$ cat src/rtl/mem_byte_master_if.sv
// Byte-wide request/valid bus between mem_byte_master and cache memory Port A.
interface mem_byte_master_if #(
   parameter int ADDR_WIDTH = 14,
   parameter int DATA_WIDTH = 8
);
   logic [ADDR_WIDTH-1:0] o_mem_address;
   logic [DATA_WIDTH-1:0] o_mem_data;
   logic                  o_mem_write;
   logic                  o_mem_request;
   logic [DATA_WIDTH-1:0] i_mem_data;
   logic                  i_mem_data_DV;

   modport master (
      output o_mem_address, o_mem_data, o_mem_write, o_mem_request,
      input  i_mem_data, i_mem_data_DV
   );

   modport slave (
      input  o_mem_address, o_mem_data, o_mem_write, o_mem_request,
      output i_mem_data, i_mem_data_DV
   );
endinterface

$ cat src/rtl/mem_byte_master.sv
// Splits one CPU byte/halfword/word load or store into single-byte memory
// requests, assembles read bytes little-endian and sign/zero extends loads.
module mem_byte_master #(
   parameter int ADDR_WIDTH = 14,
   parameter int DATA_WIDTH = 8
) (
   input  logic        i_clk,
   input  logic        i_reset,
   input  logic        i_start,
   input  logic        i_we,
   input  logic [1:0]  i_size,
   input  logic        i_unsigned,
   input  logic [31:0] i_addr,
   input  logic [31:0] i_wdata,
   output logic [31:0] o_rdata,
   output logic        o_busy,
   output logic        o_done,
   mem_byte_master_if.master mem
);

   typedef enum logic [1:0] {S_IDLE, S_ISSUE, S_WAIT, S_DONE} state_t;

   state_t                      state_q, state_d;
   logic                        we_q, we_d;
   logic                        uns_q, uns_d;
   logic [3:0][DATA_WIDTH-1:0]  wdata_q, wdata_d;
   logic [3:0][DATA_WIDTH-1:0]  buf_q, buf_d;
   logic [ADDR_WIDTH-1:0]       base_q, base_d;
   logic [2:0]                  nbytes_q, nbytes_d;
   logic [1:0]                  cnt_q, cnt_d;
   logic [31:0]                 rdata_q, rdata_d;
   logic [31:0]                 ext;

   // CPU address bits above the memory width are deliberately dropped
   logic unused_addr_bits;
   assign unused_addr_bits = ^i_addr[31:ADDR_WIDTH];

   assign o_rdata = rdata_q;
   assign o_busy  = (state_q != S_IDLE);

   // Next-state, command latching, byte assembly and state-decoded bus outputs
   always_comb begin
      state_d           = state_q;
      we_d              = we_q;
      uns_d             = uns_q;
      wdata_d           = wdata_q;
      buf_d             = buf_q;
      base_d            = base_q;
      nbytes_d          = nbytes_q;
      cnt_d             = cnt_q;
      rdata_d           = rdata_q;
      o_done            = 1'b0;
      mem.o_mem_request = 1'b0;
      mem.o_mem_write   = 1'b0;
      mem.o_mem_address = '0;
      mem.o_mem_data    = '0;

      case (nbytes_q)
         3'd1:    ext = {{24{~uns_q & buf_q[0][DATA_WIDTH-1]}}, buf_q[0]};
         3'd2:    ext = {{16{~uns_q & buf_q[1][DATA_WIDTH-1]}}, buf_q[1], buf_q[0]};
         default: ext = buf_q;
      endcase

      case (state_q)
         S_IDLE: begin
            if (i_start) begin
               we_d     = i_we;
               uns_d    = i_unsigned;
               wdata_d  = i_wdata;
               base_d   = i_addr[ADDR_WIDTH-1:0];
               nbytes_d = (i_size == 2'd0) ? 3'd1 : (i_size == 2'd1) ? 3'd2 : 3'd4;
               cnt_d    = 2'd0;
               buf_d    = '0;
               state_d  = S_ISSUE;
            end
         end
         S_ISSUE: begin
            mem.o_mem_request = 1'b1;
            mem.o_mem_write   = we_q;
            mem.o_mem_address = base_q + ADDR_WIDTH'(cnt_q);
            mem.o_mem_data    = wdata_q[cnt_q];
            state_d           = S_WAIT;
         end
         S_WAIT: begin
            if (mem.i_mem_data_DV) begin
               if (!we_q) buf_d[cnt_q] = mem.i_mem_data;
               if ({1'b0, cnt_q} == nbytes_q - 3'd1) begin
                  state_d = S_DONE;
               end else begin
                  cnt_d   = cnt_q + 2'd1;
                  state_d = S_ISSUE;
               end
            end
         end
         S_DONE: begin
            o_done  = 1'b1;
            if (!we_q) rdata_d = ext;
            state_d = S_IDLE;
         end
         default: state_d = S_IDLE;
      endcase
   end

   // State and datapath registers with synchronous reset
   always_ff @(posedge i_clk) begin
      if (i_reset) begin
         state_q  <= S_IDLE;
         we_q     <= 1'b0;
         uns_q    <= 1'b0;
         wdata_q  <= '0;
         buf_q    <= '0;
         base_q   <= '0;
         nbytes_q <= '0;
         cnt_q    <= '0;
         rdata_q  <= '0;
      end else begin
         state_q  <= state_d;
         we_q     <= we_d;
         uns_q    <= uns_d;
         wdata_q  <= wdata_d;
         buf_q    <= buf_d;
         base_q   <= base_d;
         nbytes_q <= nbytes_d;
         cnt_q    <= cnt_d;
         rdata_q  <= rdata_d;
      end
   end

endmodule

$ cat src/flat_wrapper.sv
// flat-port wrapper written by rule: the top's interface ports become plain ports
module mem_byte_master_flat 
#(
   parameter int ADDR_WIDTH = 14,
   parameter int DATA_WIDTH = 8
)
  (i_clk, i_reset, i_start, i_we, i_size, i_unsigned, i_addr, i_wdata, o_rdata, o_busy, o_done, mem_o_mem_address, mem_o_mem_data, mem_o_mem_write, mem_o_mem_request, mem_i_mem_data, mem_i_mem_data_DV);
  mem_byte_master_if #(.ADDR_WIDTH(ADDR_WIDTH), .DATA_WIDTH(DATA_WIDTH)) mem_i ();
  input  logic i_clk;
  input  logic i_reset;
  input  logic i_start;
  input  logic i_we;
  input  logic [1:0] i_size;
  input  logic i_unsigned;
  input  logic [31:0] i_addr;
  input  logic [31:0] i_wdata;
  output logic [31:0] o_rdata;
  output logic o_busy;
  output logic o_done;
  output wire logic [$bits(mem_i.o_mem_address)-1:0] mem_o_mem_address;
  output wire logic [$bits(mem_i.o_mem_data)-1:0] mem_o_mem_data;
  output wire logic [$bits(mem_i.o_mem_write)-1:0] mem_o_mem_write;
  output wire logic [$bits(mem_i.o_mem_request)-1:0] mem_o_mem_request;
  input wire logic [$bits(mem_i.i_mem_data)-1:0] mem_i_mem_data;
  input wire logic [$bits(mem_i.i_mem_data_DV)-1:0] mem_i_mem_data_DV;
  assign mem_o_mem_address = mem_i.o_mem_address;
  assign mem_o_mem_data = mem_i.o_mem_data;
  assign mem_o_mem_write = mem_i.o_mem_write;
  assign mem_o_mem_request = mem_i.o_mem_request;
  assign mem_i.i_mem_data = mem_i_mem_data;
  assign mem_i.i_mem_data_DV = mem_i_mem_data_DV;
  mem_byte_master #(.ADDR_WIDTH(ADDR_WIDTH), .DATA_WIDTH(DATA_WIDTH)) u_core (.i_clk(i_clk), .i_reset(i_reset), .i_start(i_start), .i_we(i_we), .i_size(i_size), .i_unsigned(i_unsigned), .i_addr(i_addr), .i_wdata(i_wdata), .o_rdata(o_rdata), .o_busy(o_busy), .o_done(o_done), .mem(mem_i));
endmodule
$ cat config.mk
export PLATFORM = sky130hd
export DESIGN_NAME = mem_byte_master_flat
export DESIGN_NICKNAME = d
export VERILOG_FILES = /design/src/rtl/mem_byte_master_if.sv /design/src/rtl/mem_byte_master.sv /design/src/flat_wrapper.sv
export SDC_FILE = /design/constraint.sdc
export NUM_CORES = 1
export LEC_CHECK = 0
export ABC_CLOCK_PERIOD_IN_PS = 2650
export BUFFER_PORTS_ARGS = -buffer_cell sky130_fd_sc_hd__buf_2
export CAP_MARGIN = 30
export CORE_MARGIN = 5
export CORE_UTILIZATION = 39
export DETAILED_ROUTE_END_ITERATION = 12
export PLACE_DENSITY = 0.68
export SYNTH_ARGS = -nofsm -noshare
export SYNTH_HDL_FRONTEND = slang
export SYNTH_SLANG_ARGS = --single-unit
$ cat constraint.sdc
create_clock -name i_clk -period 2.65 [get_ports i_clk]
set_input_delay 0.1325 -clock i_clk [delete_from_list [all_inputs] [get_ports i_clk]]
set_output_delay 0.1325 -clock i_clk [all_outputs]
set_load 0.01 [all_outputs]
==> impl_results.rst <==
.. list-table::
   :header-rows: 1

   * - Metric
     - Value
   * - Number of violations reported at the end of detailed-routing iteration 0
     - 230
   * - Actual slew at the worst max-slew pin
     - 0.7776 ns
   * - Mean cell area of the mapped netlist
     - 8.484 um2
   * - Antenna diode instance count
     - 0
   * - Period utilisation layout
     - 0.9096
   * - Share of the synthesized area in compound gates (AO/OA/AOI/OAI)
     - 0.1711
   * - Final wirelength
     - 13.27 mm
   * - Leakage power
     - 2.811 nW
   * - Final Hold Vio Count
     - 0
   * - Crit path time final
     - 2.410 ns
   * - Outcome
     - finished clean
   * - Buffer count from post-CTS setup fixing
     - 0
   * - Yosys warning total
     - 0
   * - DRC violation count after routing
     - 0
   * - Setup repair after global routing missed its margin
     - false
   * - Main combinational cell family by area after synthesis
     - simple AND/OR/NAND/NOR gates
   * - Share of the synthesized area in the top cell type
     - 0.4634
   * - Fillers
     - 1182
   * - Wire length per cell after detailed routing
     - 13.94 um
   * - Number of synthesized flops with an enable pin
     - 0
   * - Post-layout net count
     - 853
   * - Async set or reset register ratio after synthesis
     - 0
   * - Clock Skews
     - 0.007978 ns
   * - Grt total ovfl
     - 0
   * - Number of setup violations in the final report
     - 0
   * - CTS H-Tree Depth
     - 4
   * - Type of origin of the critical path
     - register
   * - Register bit total from synthesis
     - 119
   * - Max Freq
     - 414.9 MHz
   * - DIE AREA
     - 15580 um2
   * - R2R depth
     - 3
   * - Endpoint of the most critical register-to-register path
     - u_core.o_rdata[31]
   * - Largest net degree at the start of global routing
     - 67
   * - Die X-Extent
     - 124.8 um
   * - Number of buffers on the longest clock path
     - 2
   * - GRT Resource Usage Total
     - 0.1721
   * - CP required
     - 2.52 ns
   * - Xor/xnor share of the synthesized area
     - 0.02215
   * - Worst Hold Path EP
     - u_core.buf_q[31]
   * - Critical path capture point type
     - output port
   * - Worst Path Arrival
     - 2.28 ns
   * - Fraction of the yosys area taken by sequential cells
     - 0.4634
   * - DP HPWL
     - 8.847 mm
   * - Initial antenna violation count
     - 0
   * - Accumulated negative setup slack
     - 0 ns
   * - Max Slew Vio Count
     - 0
   * - Commonest cells in the netlist
     - 129 x nand2_1, 119 x dfxtp_1, 73 x a21oi_1
   * - Register area
     - 2382 um2
   * - Number of max-capacitance violations reported
     - 0
   * - Hold wc startpoint
     - mem_i_mem_data[7]
   * - FF-to-FF setup slack
     - 0.76 ns
   * - Number of placement rows
     - 42
   * - Cell with the most instances after synthesis
     - nand2_1
   * - Clock-pin transition on the worst setup and hold timing paths
     - 0.06 ns
   * - Worst Hold Path Cells
     - 3
   * - Share of cells above drive strength 1
     - 0.2294
   * - Floorplan Core Area
     - 13090 um2
   * - Worst min-delay path class
     - in2reg
   * - Worst Setup Path Type
     - reg2out
   * - Clock Root Buffer
     - clkbuf_16
   * - Post-synthesis net count
     - 696
   * - Multi-input gate area in the final layout
     - 2427 um2
   * - Number of distinct library cell variants in the gate-level netlist after synthesis
     - 42
   * - First-pass detailed-route iteration total
     - 4
   * - Simple-Gate Fraction of Synth Area
     - 0.2159
   * - Overall via count from detail_route
     - 4735
   * - Yosys top cell by area
     - dfxtp_1
   * - Clock latency at the later pin of the worst-skew pair
     - 0.41 ns
   * - Via count of the first global-routing pass
     - 4723
   * - Clock tree from TritonCTS
     - yes
   * - Sink Count
     - 119
   * - Cell area power density
     - 664.4 nW/um2
   * - Top FF cell, synth
     - dfxtp_1
   * - Vias per Instance
     - 4.974
   * - Reg2reg start
     - u_core.state_q[0]
   * - Area Growth Syn to Fin
     - 35.36%
   * - Input/output buffers
     - 119
   * - RD Place Congestion
     - 0.8186
   * - Multiplexer fraction of the synthesized cell area
     - 0.03699
   * - Critical path peak fanout
     - 13
   * - Synthesized instance count
     - 606
   * - Top post-synthesis cells by area
     - dfxtp_1 46%, nand2_1 9.4%, a21oi_1 7.1%, o32ai_1 5.5%, mux4_2 3.5%
   * - Arithmetic-cell share of the synthesized area counting full adders, half adders and majority gates
     - 0.02580
   * - First-pass GRT wire length
     - 22.25 mm
   * - Height of the die
     - 124.8 um
   * - Ports placed on the boundary
     - 138
   * - Antenna viol nets, final
     - 0
   * - Total power
     - 4.624 mW
   * - Worst supply voltage drop on vdd
     - 0.4376 mV
   * - Cts bufs inserted
     - 17
   * - Normalized max-slew margin
     - 0.4804
   * - Starting Density
     - 0.3929
   * - Post-Syn Area
     - 5141 um2
## worst max-delay path by stage
stage          cells after the start  slack [ns]              start               endpoint
2_1_floorplan                      6        0.84    u_core.cnt_q[0]  mem_o_mem_address[12]
3_3_place_gp                       7        0.75    u_core.cnt_q[0]  mem_o_mem_address[12]
3_5_place_dp                       7        0.74    u_core.cnt_q[0]  mem_o_mem_address[12]
4_1_cts                            7        0.29    u_core.cnt_q[0]  mem_o_mem_address[12]
5_1_grt                            4        0.07  u_core.state_q[0]      mem_o_mem_data[3]
6_report                           4        0.24  u_core.state_q[0]      mem_o_mem_data[2]
## layer usage
layer | routed length, um | up-vias | GRT usage
met5 | 0 | - | 0
met4 | 59 | 0 | 0.05357
met3 | 928 | 6 | 0.06218
met2 | 6411 | 135 | 0.2875
met1 | 5875 | 2203 | 0.2073
li1 | - | 2391 | -
## registers in the layout, summed over array words and instances, names as in the netlist
| register | count |
|---|---|
| u_core.cnt_q | 2 |
| u_core.wdata_q | 32 |
| u_core.buf_q | 32 |
| u_core.we_q | 1 |
| u_core.base_q | 14 |
| u_core.state_q | 2 |
| u_core.uns_q | 1 |
| u_core.o_rdata | 32 |
| u_core.nbytes_q | 3 |
## cells in the final DEF (no fill, tap or decap), types with 3 or more instances in the layout
cell type	n
nand2_1	129
dfxtp_1	119
buf_2	118
a21oi_1	73
dlygate4sd3_1	50
inv_1	41
nor2_1	38
o32ai_1	32
nor3_1	26
a211oi_1	17
clkbuf_16	17
and2_1	12
nand2b_1	10
ha_1	9
mux4_2	8
buf_4	8
xnor2_1	7
nand3_1	7
xor2_1	6
a21oi_2	4
clkbuf_8	4
clkinv_4	4
nand4_1	3
## critical path, stage by stage, from the launching register on
cell	delay, ns
dfxtp_1	0.61
nand2b_1	0.40
inv_1	0.51
and2_1	0.22
buf_2	0.13
## stage by stage
stage                     instances  hold WS [ns]    util  setup WS [ns]  instance area (um2)
final                           952        0.1427  0.5318         0.2397                 6959
after floorplan                 606        0.2685       -         0.8358                 5141
after CTS                       952        0.1143  0.5318         0.2922                 6959
after detailed placement        870        0.3775  0.4474         0.7427                 5854
after global placement          870        0.3737  0.4474         0.7514                 5854
after global routing            952        0.1336  0.5318        0.06580                 6959
## repair_timing
| item | in CTS | in global routing |
|---|---|---|
| hold buffers | 50 | 0 |
| hold endpoints to repair | 51 | 0 |
| resized for setup | 0 | 0 |
## logic make-up after synthesis
| group | after synthesis |
|---|---|
| and+or+nand+nor | 242 |
| AOI/OAI and AO/OA | 133 |
| DFF | 119 |
| buffers and inverters | 80 |
| xor gates and xnor gates | 13 |
| adders and majority gates | 10 |
| muxes | 9 |
## report_power, final
part / internal [mW] / switching (mW) / leakage, nW
sequential: 1.86 / 0.0506 / 0.967
clock: 1.49 / 0.794 / 0.294
combinational: 0.194 / 0.240 / 1.55
## layout make-up
| type | instances | share of cell area |
|---|---|---|
| Clock buffer | 23 | 0.07012 |
| Clock inverter | 9 | 0.01672 |
| Inverter | 41 | 0.02211 |
| Multi-Input combinational cell | 407 | 0.3488 |
| Sequential cell | 119 | 0.3423 |
| Tap cell | 176 | 0.03164 |
| Timing Repair Buffer | 177 | 0.1683 |
Note: power is estimated with default switching activity, not from simulation.
